==> src/rtl/ro_meas_pkg.sv <==
// Shared types and constants for the ring-oscillator frequency counter.
package ro_meas_pkg;

  typedef enum logic [1:0] {
    ST_IDLE   = 2'd0,
    ST_WARMUP = 2'd1,
    ST_GATE   = 2'd2,
    ST_HOLD   = 2'd3
  } ro_state_e;

  localparam int SETTLE_DEFAULT = 4;
  localparam int SYNC_DEPTH     = 2;

endpackage

==> src/rtl/ro_sync_edge.sv <==
// Two-flop synchronizer for an asynchronous oscillator output, followed by a
// registered rising-edge detector (three cycles from input edge to pulse).
import ro_meas_pkg::*;

module ro_sync_edge (
  input  logic clk,
  input  logic rst,
  input  logic din,
  output logic rise
);

  logic [SYNC_DEPTH-1:0] sync_q;
  logic                  prev_q;
  logic                  stable;

  assign stable = sync_q[SYNC_DEPTH-1];

  always_ff @(posedge clk) begin
    if (rst) begin
      sync_q <= '0;
      prev_q <= 1'b0;
      rise   <= 1'b0;
    end else begin
      sync_q <= {sync_q[SYNC_DEPTH-2:0], din};
      prev_q <= stable;
      rise   <= stable & ~prev_q;
    end
  end

endmodule

==> src/rtl/ro_freq_counter.sv <==
// Gated rising-edge counter for one selected ring-oscillator output.
// Optional feature: RO_FREQ_CNT_SAT_EN (saturating count + overflow flag).
import ro_meas_pkg::*;

module ro_freq_counter #(
  parameter int NUM_RO = 5,
  parameter int SEL_W  = 3,
  parameter int GATE_W = 16,
  parameter int CNT_W  = 16,
  parameter int SETTLE = SETTLE_DEFAULT
) (
`ifdef USE_POWER_PINS
  inout  wire               vccd1,
  inout  wire               vssd1,
`endif
  input  logic              wb_clk_i,
  input  logic              wb_rst_i,
  input  logic [NUM_RO-1:0] ro_in,
  input  logic [SEL_W-1:0]  ro_sel,
  input  logic [GATE_W-1:0] gate_cycles,
  input  logic              meas_start,
  output logic              ro_en,
  output logic              busy,
  output logic              cnt_valid,
  input  logic              cnt_ready,
  output logic [CNT_W-1:0]  count,
  output logic              overflow,
  output logic [1:0]        fsm_state
);

  // Handshake: the result in count is transferred in any cycle where
  // cnt_valid and cnt_ready are both high; count is stable while cnt_valid.

  ro_state_e         state;
  logic [GATE_W-1:0] timer;
  logic [GATE_W-1:0] gate_q;
  logic [SEL_W-1:0]  sel_q;
  logic              ovf_q;
  logic              ro_mux;
  logic              rise;
  logic              accept;

  // Out-of-range selects fall through to a constant 0.
  always_comb begin
    ro_mux = 1'b0;
    for (int i = 0; i < NUM_RO; i++) begin
      if (sel_q == SEL_W'(i)) ro_mux = ro_in[i];
    end
  end

  ro_sync_edge u_sync_edge (
    .clk  (wb_clk_i),
    .rst  (wb_rst_i),
    .din  (ro_mux),
    .rise (rise)
  );

  assign accept = meas_start &&
                  (state == ST_IDLE || (state == ST_HOLD && cnt_ready));

  always_ff @(posedge wb_clk_i) begin
    if (wb_rst_i) begin
      state  <= ST_IDLE;
      timer  <= '0;
      gate_q <= '0;
      sel_q  <= '0;
      count  <= '0;
      ovf_q  <= 1'b0;
    end else if (accept) begin
      state  <= ST_WARMUP;
      timer  <= GATE_W'(SETTLE - 1);
      gate_q <= gate_cycles;
      sel_q  <= ro_sel;
      count  <= '0;
      ovf_q  <= 1'b0;
    end else begin
      case (state)
        ST_WARMUP: begin
          if (timer == '0) begin
            if (gate_q == '0) begin
              state <= ST_HOLD;
            end else begin
              state <= ST_GATE;
              timer <= gate_q - 1'b1;
            end
          end else begin
            timer <= timer - 1'b1;
          end
        end
        ST_GATE: begin
          if (rise) begin
`ifdef RO_FREQ_CNT_SAT_EN
            if (&count) ovf_q <= 1'b1;
            else        count <= count + 1'b1;
`else
            count <= count + 1'b1;
`endif
          end
          if (timer == '0) state <= ST_HOLD;
          else             timer <= timer - 1'b1;
        end
        ST_HOLD: begin
          if (cnt_ready) state <= ST_IDLE;
        end
        default: ;
      endcase
    end
  end

  assign ro_en     = (state == ST_WARMUP) || (state == ST_GATE);
  assign busy      = (state != ST_IDLE);
  assign cnt_valid = (state == ST_HOLD);
  assign overflow  = ovf_q;
  assign fsm_state = state;

endmodule

==> config.mk <==
export PLATFORM = sky130hd
export DESIGN_NAME = ro_freq_counter
export DESIGN_NICKNAME = d
export VERILOG_FILES = /design/src/rtl/ro_meas_pkg.sv /design/src/rtl/ro_sync_edge.sv /design/src/rtl/ro_freq_counter.sv
export SDC_FILE = /design/constraint.sdc
export NUM_CORES = 1
export LEC_CHECK = 0
export CORE_ASPECT_RATIO = 0.7
export CORE_MARGIN = 4
export CORE_UTILIZATION = 30
export DETAILED_ROUTE_END_ITERATION = 6
export GPL_TIMING_DRIVEN = 0
export PLACE_DENSITY = 0.55
export SLEW_MARGIN = 20
export SYNTH_ARGS = -nofsm -noshare
export SYNTH_HDL_FRONTEND = slang
export SYNTH_SLANG_ARGS = --single-unit
export TNS_END_PERCENT = 1
==> constraint.sdc <==
create_clock -name wb_clk_i -period 3.3 [get_ports wb_clk_i]
set_clock_uncertainty 0.1 [all_clocks]
set_input_delay 0.99 -clock wb_clk_i [delete_from_list [all_inputs] [get_ports wb_clk_i]]
set_output_delay 0.99 -clock wb_clk_i [all_outputs]
set_load 0.005 [all_outputs]
==> results.json <==
{
  "status": "finished clean",
  "dp_hpwl_um": 6200,
  "cts_setup_buffers": 0,
  "powerDensity_mw_per_mm2": 1060,
  "cp_max_fo": 10,
  "ant_nets": 0,
  "die-area_mm2": 0.0120,
  "relSlewSlack_pct": 58.3,
  "cpPeakStageDelay_ns": 0.51,
  "wire_per_inst_um": 14.5,
  "end_kind": "register",
  "clock_latency_ns": 0.33,
  "crit_top_cell": "nor2_1",
  "path_class": "input pin to register",
  "maxSlewViolCount": 0,
  "rsz0062_at_grt": "no",
  "fin_setup_tns_ns": 0,
  "fp-row-count": 30,
  "tightest_slew_ns": 0.625,
  "regArea_mm2": 0.00114,
  "yosysWarningCount": 0,
  "grt_max_degree": 11,
  "finalCriticalPeriod_ns": 3.07,
  "clock.fmax_ghz": 0.326,
  "vdd_drop_max_mv": 0.511,
  "cts.clk_slew.worst_paths_ns": 0.05,
  "globalplace.congestion": 0.817,
  "die_w_um": 129,
  "cp-start-kind": "input pin",
  "num_antenna_cells": 0,
  "area_delta_synth_final_pct": 31.2,
  "dp_cells": 563,
  "critPathSlowestCell": "clkbuf_1",
  "antenna_found_initial": 0,
  "detailedRoute.firstIterationViolations": 220,
  "fill_cells": 989,
  "reg2reg_depth": 8,
  "final_layout_size_suffix_gt1_share_pct": 9.76,
  "drc": 0,
  "firstDrtPassIters": 4,
  "multiInputGateArea_mm2": 0.00180,
  "path_cells": "clkdlybuf4s50_1 -> inv_1 -> nor2_1 -> o21ai_0 -> nand2b_1 -> clkbuf_1 -> buf_1 -> nor2_1",
  "grt_pass1_wl_um": 13800,
  "nets": 483,
  "syn-instance-count": 388,
  "min_path_cells": 1,
  "syn_nets": 425,
  "hold_path.class": "register to register",
  "viasPerCell": 4.94,
  "post-route-period-util_pct": 92.9,
  "numCtsBuffers": 9,
  "pre_cts_slack_ns": -0.0878,
  "synth_area_mm2": 0.00308,
  "htree_num_levels": 3,
  "first_global_vias": 2791,
  "grt_overflow_total": 0,
  "ctsLongestPathBuffers": 2,
  "fin_util_pct": 41.0,
  "boundaryPins": 50,
  "cp.arrival_ns": 3.16,
  "num_vias": 2859,
  "die-height_um": 92.8,
  "synth.avg_cell_area_um2": 7.94,
  "ys_ff_latch": 57,
  "cts_hold_buf": 0,
  "cts_resized": 0,
  "p_total_w": 0.00428,
  "core_mm2": 0.00987,
  "portBuffers": 47,
  "hold_viol": 0,
  "start_util_pct": 31.2,
  "fin_cells": 579,
  "synth_cell_types": 56,
  "setup_viol": 0,
  "maxCapViolations": 0,
  "ys_seq_area_share_pct": 37.0,
  "cts_tree": "done",
  "root_buffer": "clkbuf_16",
  "p_leak_nw": 1.52,
  "required_ns": 3.39,
  "clkSinkCount": 57,
  "worst_slack_ns": 0.234,
  "grtUsageTotal_pct": 14.6,
  "wl_um": 8370
}
[cell type report]
cell class              count  area share (%)
plain buffers              18            2.45
clock buffers              11            6.25
clock inverters             5            1.92
inverters                  10           0.929
multi-input cells         303            44.6
flip-flops and latches     57            28.2
well taps                 128            3.96
repair buffers             47            11.6
[registers in the layout, summed over array words and instances (netlist names)]
register / count
gate_q: 16
count: 16
timer: 16
u_sync_edge.sync_q: 2
sel_q: 3
u_sync_edge.prev_q: 1
u_sync_edge.rise: 1
fsm_state: 2
[critical path, delay by kind of cell]
kind,cells,cell delay [ns]
AO/OA/AOI/OAI,1,0.20
AND/OR/NAND/NOR,3,0.46
buffers and inverters,4,1.50
[worst paths after layout]
path                 endpoint  slack [ns]               start
max                  count[7]        0.23           cnt_ready
min          u_sync_edge.rise        0.28  u_sync_edge.prev_q
max reg2reg          count[7]        0.70        fsm_state[1]
min reg2reg  u_sync_edge.rise        0.28  u_sync_edge.prev_q
[layer usage]
metal / vias to the layer above / part of all wire [%] / GRT usage (%)
met5: - / 0 / 0
met2: 66 / 40 / 20.2
met4: 0 / 1.5 / 5.51
met1: 1316 / 52 / 20.5
li1: 1465 / - / -
met3: 12 / 6.5 / 5.13
[cell families (layout without fill, tap and decap cells)]
logic type	after synthesis	in the layout	share of synthesized area [%]
buf+inv	28	91	4.43
fa+ha+maj	9	9	3.65
other cells	1	1	0.122
simple gates	174	174	28.2
mux	3	3	1.42
xor+xnor	27	27	7.67
compound gates	89	89	17.5
flops	57	57	37.0
[per-stage QoR]
step	area [µm²]	hold WS, ns
6_report	4040	0.284
5_1_grt	4040	0.296
4_1_cts	4040	0.286
3_5_place_dp	3710	0.275
3_3_place_gp	3710	0.273
2_1_floorplan	3080	0.267
[power breakdown]
group	internal, W	switching, W	leakage (nW)
logic	0.000928	0.00136	0.892
clock network	0.000699	0.000332	0.162
registers	0.000813	0.000155	0.465
[placed cells by master, fill, tap and decap left out, types with 10 or more instances in the layout]
| cell type | Yosys | final |
|---|---|---|
| dfxtp_1 | 57 | 57 |
| nand3_1 | 11 | 11 |
| nor2_1 | 45 | 45 |
| nand2_1 | 59 | 59 |
| nor3_1 | 13 | 13 |
| clkdlybuf4s50_1 | 0 | 47 |
| a21oi_1 | 43 | 43 |
| o21ai_1 | 16 | 16 |
| inv_1 | 10 | 10 |
| xor2_1 | 18 | 18 |
[Yosys cell counts (all sizes together)]
library cell | number | area, µm²
a21oi | 46 | 249
o21a | 3 | 30.0
nor3b | 3 | 27.5
nor2 | 47 | 195
conb | 1 | 3.75
or4 | 4 | 30.0
mux4 | 1 | 22.5
nand2b | 2 | 12.5
and4 | 1 | 8.76
dfxtp | 57 | 1140
nand3 | 11 | 55.1
nand4 | 5 | 37.5
mux2i | 1 | 10.0
xnor2 | 9 | 78.8
or3b | 1 | 8.76
a31oi | 1 | 6.26
buf | 9 | 65.1
o21ai | 22 | 114
nor4b | 1 | 15.0
ha | 9 | 113
clkbuf | 9 | 33.8
a311oi | 1 | 8.76
a21bo | 1 | 10.0
a211o | 1 | 8.76
nor3 | 14 | 75.1
a221oi | 1 | 8.76
a21o | 1 | 7.51
and2 | 1 | 6.26
nand2 | 59 | 221
or3 | 4 | 30.0
a211oi | 2 | 25.0
o31ai | 3 | 22.5
inv | 10 | 37.5
xor2 | 18 | 158
or2 | 1 | 8.76
nor2b | 5 | 31.3
and3 | 7 | 43.8
mux2 | 1 | 11.3
o211ai | 3 | 22.5
nor4 | 8 | 62.6
o22ai | 4 | 25.0
Note: power is estimated with default switching activity, not from simulation.
